$ cat src/rtl/branch_pkg.sv
// rtl/branch_pkg.sv - shared opcodes, FSM states and defaults for the branch resolver
package branch_pkg;

  localparam logic [5:0] OP_BEQ  = 6'h04;
  localparam logic [5:0] OP_BNE  = 6'h05;
  localparam logic [5:0] OP_BLEZ = 6'h06;
  localparam logic [5:0] OP_BGTZ = 6'h07;

  typedef enum logic [1:0] {
    S_IDLE     = 2'd0,
    S_WAIT     = 2'd1,
    S_REDIRECT = 2'd2,
    S_FLUSH    = 2'd3
  } state_t;

  localparam int DEF_FLUSH_SLOTS = 1;
  localparam int DEF_WAIT_MAX    = 15;

endpackage

$ cat src/rtl/branch_cmp.sv
// rtl/branch_cmp.sv - combinational branch decode and condition evaluation
import branch_pkg::*;

module branch_cmp (
  input  logic [5:0]  opcode,
  input  logic [31:0] rs,
  input  logic [31:0] rt,
  output logic        is_branch,
  output logic        taken,
  output logic        needs_rt
);

  always_comb begin
    is_branch = 1'b0;
    taken     = 1'b0;
    needs_rt  = 1'b0;
    case (opcode)
      OP_BEQ: begin
        is_branch = 1'b1;
        needs_rt  = 1'b1;
        taken     = (rs == rt);
      end
      OP_BNE: begin
        is_branch = 1'b1;
        needs_rt  = 1'b1;
        taken     = (rs != rt);
      end
      // Signed compares against zero reduce to sign bit and zero test.
      OP_BLEZ: begin
        is_branch = 1'b1;
        taken     = rs[31] | (rs == 32'd0);
      end
      OP_BGTZ: begin
        is_branch = 1'b1;
        taken     = ~rs[31] & (rs != 32'd0);
      end
      default: ;
    endcase
  end

endmodule

$ cat src/rtl/branch_resolve.sv
// rtl/branch_resolve.sv - ID-stage branch resolver driving PC advance/redirect; BRANCH_STATS_EN adds taken/not-taken counters
import branch_pkg::*;

module branch_resolve #(
  parameter int FLUSH_SLOTS = DEF_FLUSH_SLOTS,
  parameter int WAIT_MAX    = DEF_WAIT_MAX
) (
  input  logic        clk,
  input  logic        reset,
  input  logic        id_valid,
  input  logic [5:0]  id_opcode,
  input  logic [15:0] id_imm16,
  input  logic [31:0] id_rs_val,
  input  logic [31:0] id_rt_val,
  input  logic        rs_ready,
  input  logic        rt_ready,
  output logic        steve,
  output logic        npc_sel,
  output logic [15:0] imm16_out,
  output logic        flush,
  output logic        wd_err
`ifdef BRANCH_STATS_EN
  ,
  output logic [31:0] taken_cnt,
  output logic [31:0] nottaken_cnt
`endif
);

  localparam logic [7:0] WAIT_LAST  = 8'(WAIT_MAX - 1);
  localparam logic [2:0] FLUSH_LAST = 3'(FLUSH_SLOTS - 1);

  state_t      state, state_nxt;
  logic [7:0]  wait_cnt;
  logic [2:0]  flush_cnt;
  logic        is_branch, cond_taken, needs_rt;
  logic        br_valid, ops_ready;
  logic        capture, resolve_nt, wd_fire;

  branch_cmp u_cmp (
    .opcode    (id_opcode),
    .rs        (id_rs_val),
    .rt        (id_rt_val),
    .is_branch (is_branch),
    .taken     (cond_taken),
    .needs_rt  (needs_rt)
  );

  assign br_valid  = id_valid & is_branch;
  assign ops_ready = rs_ready & (rt_ready | ~needs_rt);

  always_comb begin
    state_nxt  = state;
    steve      = 1'b1;
    npc_sel    = 1'b0;
    flush      = 1'b0;
    capture    = 1'b0;
    resolve_nt = 1'b0;
    wd_fire    = 1'b0;
    case (state)
      S_IDLE: begin
        if (br_valid) begin
          if (!ops_ready) begin
            // Hold the PC in the detect cycle itself, not one cycle late.
            steve     = 1'b0;
            state_nxt = S_WAIT;
          end else if (cond_taken) begin
            capture   = 1'b1;
            state_nxt = S_REDIRECT;
          end else begin
            resolve_nt = 1'b1;
          end
        end
      end
      S_WAIT: begin
        steve = 1'b0;
        if (!br_valid) begin
          state_nxt = S_IDLE;
        end else if (ops_ready) begin
          if (cond_taken) begin
            capture   = 1'b1;
            state_nxt = S_REDIRECT;
          end else begin
            resolve_nt = 1'b1;
            state_nxt  = S_IDLE;
          end
        end else if (wait_cnt == WAIT_LAST) begin
          wd_fire    = 1'b1;
          resolve_nt = 1'b1;
          state_nxt  = S_IDLE;
        end
      end
      S_REDIRECT: begin
        npc_sel   = 1'b1;
        state_nxt = S_FLUSH;
      end
      S_FLUSH: begin
        flush = 1'b1;
        if (flush_cnt == FLUSH_LAST) state_nxt = S_IDLE;
      end
      default: state_nxt = S_IDLE;
    endcase
  end

  always_ff @(posedge clk or posedge reset) begin
    if (reset) begin
      state     <= S_IDLE;
      imm16_out <= 16'd0;
      wait_cnt  <= 8'd0;
      flush_cnt <= 3'd0;
      wd_err    <= 1'b0;
    end else begin
      state     <= state_nxt;
      wd_err    <= wd_fire;
      wait_cnt  <= (state == S_WAIT)  ? wait_cnt + 8'd1  : 8'd0;
      flush_cnt <= (state == S_FLUSH) ? flush_cnt + 3'd1 : 3'd0;
      if (capture) imm16_out <= id_imm16;
    end
  end

`ifdef BRANCH_STATS_EN
  always_ff @(posedge clk or posedge reset) begin
    if (reset) begin
      taken_cnt    <= 32'd0;
      nottaken_cnt <= 32'd0;
    end else begin
      if (capture)    taken_cnt    <= taken_cnt + 32'd1;
      if (resolve_nt) nottaken_cnt <= nottaken_cnt + 32'd1;
    end
  end
`endif

endmodule

$ cat config.mk
export PLATFORM = sky130hd
export DESIGN_NAME = branch_resolve
export DESIGN_NICKNAME = d
export VERILOG_FILES = /design/src/rtl/branch_pkg.sv /design/src/rtl/branch_cmp.sv /design/src/rtl/branch_resolve.sv
export SDC_FILE = /design/constraint.sdc
export NUM_CORES = 1
export LEC_CHECK = 0
export ABC_CLOCK_PERIOD_IN_PS = 3000
export CAP_MARGIN = 0
export CORE_ASPECT_RATIO = 1.5
export CORE_MARGIN = 1
export CORE_UTILIZATION = 40
export DETAILED_ROUTE_END_ITERATION = 6
export PLACE_DENSITY = 0.86
export SETUP_SLACK_MARGIN = 0.5
export SLEW_MARGIN = 20
export SYNTH_ARGS = -nofsm -noshare
export SYNTH_HDL_FRONTEND = slang
export SYNTH_SLANG_ARGS = --single-unit
$ cat constraint.sdc
create_clock -name clk -period 3 [get_ports clk]
set_input_delay 0.45 -clock clk [delete_from_list [all_inputs] [get_ports clk]]
set_output_delay 0.45 -clock clk [all_outputs]
set_load 0.05 [all_outputs]
==> impl_metrics.ini <==
[setup_path]
crit_path_end_kind = flip-flop
timing.setup.critical_path_class = in2reg
critical_path_arrival_ns = 2.57
worstSetupStartpointType = input pin
crit_path_max_fanout = 8
worst-endpoint-required_ns = 3.16

[clock_tree]
postCtsHoldBufs = 0
clkTransAtPathRegs_ns = 0.06
clock-sinks = 30
htreeDepth = 2
tritoncts = yes
ctsLongestPathBuffers = 2
clock_tree_root = sky130_fd_sc_hd__clkbuf_8
tritoncts.num_buffers = 5
worst_skew_pair.late_latency_ns = 0.28

[routing]
drt-wirelength-per-cell_um = 16.8
drtPass1Iterations = 4
drt_drc_violations_left = 0
overall_routed_net_length_um = 5410
avg_vias_per_cell = 5.20
routed-via-count = 1680
drt-initial-drc-count = 40
antenna_violating_nets_post_route = 0

[global_route]
grt_first_pass_wirelength_um = 7950
grt_antenna_before_repair = 0
globalRoute.totalOverflow = 0
grt_start_max_net_pins = 31
globalRouteTotalUtil_pct = 22.6
via_count_of_the_first_global_routing_pass = 1777

[cells_and_area]
flow.area_growth_from_synthesis_pct = 79.6
multiInputGateArea_um2 = 1080
register_area_um2 = 751
fill_count = 282
antennaDiodeCount = 0
drive_gt1_share_pct = 15.5
nets = 371
final_cells = 323

[logic_synthesis]
ys_seq_area_share_pct = 42.0
mean_instance_size_in_the_synthesized_netlist_um2 = 11.3
postSynthRegisterBits = 30
yosys_warnings = 0
synthFlopType = sky130_fd_sc_hd__dfrtp_1
post_synth_instance_area_um2 = 1790
synthesis.instances = 158
ys_types = 29
synth-edff-count = 0
ys_async_sr_fraction_pct = 100
synthesis.nets = 253

[power]
internal_power_uw = 851
sequentialPowerShare_pct = 37.4
comb_power_share_pct = 36.4
clkPwrFrac_pct = 26.1
power_leakage_uw = 0.00152
power.share.switching_pct = 31.6
irDropWorstVdd_mv = 0.438
total_switching_power_uw = 394
power_per_cell_area_nw_per_um2 = 388

[sta]
finalHoldWorstSlack_ns = 0.472
timing.final.hold_violations = 0
max_slew_margin_pct = 64.7
timing.clock.skew_ns = 0.00385
achievable-frequency_ghz = 0.414
tns_ns = 0
setup_slack_ns = 0.587
finalWorstPathRequiredPeriod_ns = 2.41
portion_of_the_clock_cycle_consumed_by_the_worst_path_in_the_final_layout_pct = 80.4
slew_viol_final = 0
finalSetupViolCount = 0
unrepaired_setup_endpoints_after_global_routing = no
worstMarginPinSlew_ns = 0.527

[placement]
dpl.cell_count = 314
routabilityCongestion = 0.854
io_buffers = 110
dp_slack_ns = 0.154
place_hpwl_um = 4120

[floorplan]
starting_utilization_of_the_core_area_pct = 42.1
die_y_um = 83.8
dieArea_um2 = 4740
core-area_um2 = 4250
rows = 29
io-pin-count = 111
fp.dieW_um = 56.6

[job]
timing.max_cap.violations = 0

[run_status]
status = finished clean

[min_path]
hold_path.class = reg2reg
==> sequential cells by signal, indices dropped and copies added (netlist names) <==
register,flops
flush_cnt,3
imm16_out,16
wait_cnt,8
state,2
wd_err,1
==> per-layer routing <==
metal	GRT usage, %	vias up	part of all wire, %
met5	0	-	0
met4	15.1	0	3.5
met3	5.89	12	8.6
met2	38.0	105	52
met1	24.3	768	36
li1	-	795	-
==> path summary, 6_finish.rpt <==
path / start / end / slack (ns) / cells after the start
max: id_rt_val[5] / imm16_out[0] / 0.59 / 8
min: flush_cnt[0] / flush_cnt[0] / 0.47 / 1
max reg2reg: state[1] / imm16_out[0] / 1.01 / 6
min reg2reg: flush_cnt[0] / flush_cnt[0] / 0.47 / 1
max in group asynchronous: reset / wait_cnt[5] / 2.18 / 3
min in group asynchronous: reset / imm16_out[12] / 0.54 / 3
==> cells by family (layout without fill, tap and decap cells) <==
kind of cell,Yosys count,after routing,share of synthesized area [%]
simple gates,55,55,18.5
xor+xnor,40,40,19.6
flops,30,30,42.0
mux,16,16,12.0
buf+inv,7,126,2.38
compound gates,6,6,2.66
fa+ha+maj,4,4,2.80
==> cell type report <==
class / instances / area share [%]
multi-input combinational: 121 / 33.7
tap: 46 / 1.79
clock buffer: 7 / 2.69
clock inverter: 1 / 0.156
timing repair buffer: 113 / 37.7
sequential: 30 / 23.4
inverter: 5 / 0.585
==> power groups by stage <==
stage	Combinational [µW]	Clock, µW	Sequential, µW
floorplan	125	0	566
global placement	440	0	471
finish	453	325	466
detailed placement	444	0	473
global route	473	355	471
CTS	446	340	466
==> what timing repair did <==
action,CTS,global route
setup endpoints to repair,16,16
resized for setup,1,35
gates cloned,0,1
buffers inserted,0,0
pin swaps,0,21
==> Yosys cell counts (2+ instances only) <==
cell | number | area share, %
sky130_fd_sc_hd__and3_1 | 3 | 1.1
sky130_fd_sc_hd__dfrtp_1 | 30 | 42
sky130_fd_sc_hd__nor2_1 | 10 | 2.1
sky130_fd_sc_hd__mux2_2 | 7 | 4.4
sky130_fd_sc_hd__nor4_2 | 2 | 1.4
sky130_fd_sc_hd__inv_1 | 5 | 1.1
sky130_fd_sc_hd__and2_1 | 2 | 0.70
sky130_fd_sc_hd__mux2_4 | 9 | 7.6
sky130_fd_sc_hd__and4b_1 | 2 | 1.1
sky130_fd_sc_hd__ha_1 | 4 | 2.8
sky130_fd_sc_hd__xor2_1 | 6 | 2.9
sky130_fd_sc_hd__nor2b_1 | 2 | 0.70
sky130_fd_sc_hd__o21ai_0 | 3 | 0.84
sky130_fd_sc_hd__nand4_1 | 13 | 4.6
sky130_fd_sc_hd__nor4_1 | 8 | 2.8
sky130_fd_sc_hd__xnor2_1 | 34 | 17
sky130_fd_sc_hd__nand2_1 | 6 | 1.3
==> worst max-delay path, cell delays in order <==
cell and delay [ns]:
sky130_fd_sc_hd__clkdlybuf4s50_1 0.50, sky130_fd_sc_hd__xnor2_1 0.14, sky130_fd_sc_hd__nand4_1 0.16, sky130_fd_sc_hd__nor4_2 0.33
sky130_fd_sc_hd__a21oi_2 0.11, sky130_fd_sc_hd__a211oi_4 0.34, sky130_fd_sc_hd__clkbuf_16 0.24, sky130_fd_sc_hd__mux2_4 0.30
==> through the flow <==
stage                     power [µW]  area [µm²]  util [%]
after floorplan                  692        1790         -
after global placement           911        2950      69.4
after detailed placement         917        2950      69.4
after CTS                       1250        3040      71.7
after global routing            1300        3210      75.5
final                           1240        3210      75.5
==> cells in the final DEF, fill, tap and decap left out, types with 3 or more instances in the layout <==
cell type and instances:
sky130_fd_sc_hd__mux2_2 7, sky130_fd_sc_hd__inv_1 5, sky130_fd_sc_hd__nand4_1 13, sky130_fd_sc_hd__nor4_2 7
sky130_fd_sc_hd__dfrtp_1 30, sky130_fd_sc_hd__clkdlybuf4s50_1 86, sky130_fd_sc_hd__xnor2_1 31, sky130_fd_sc_hd__ha_1 4
sky130_fd_sc_hd__xor2_1 6, sky130_fd_sc_hd__clkbuf_8 6, sky130_fd_sc_hd__dlymetal6s2s_1 23, sky130_fd_sc_hd__mux2_4 9
sky130_fd_sc_hd__xnor2_2 3, sky130_fd_sc_hd__nor2_1 10, sky130_fd_sc_hd__o21ai_0 3, sky130_fd_sc_hd__nand2_1 6
sky130_fd_sc_hd__and3_1 3
Note: power is estimated with default switching activity, not from simulation.
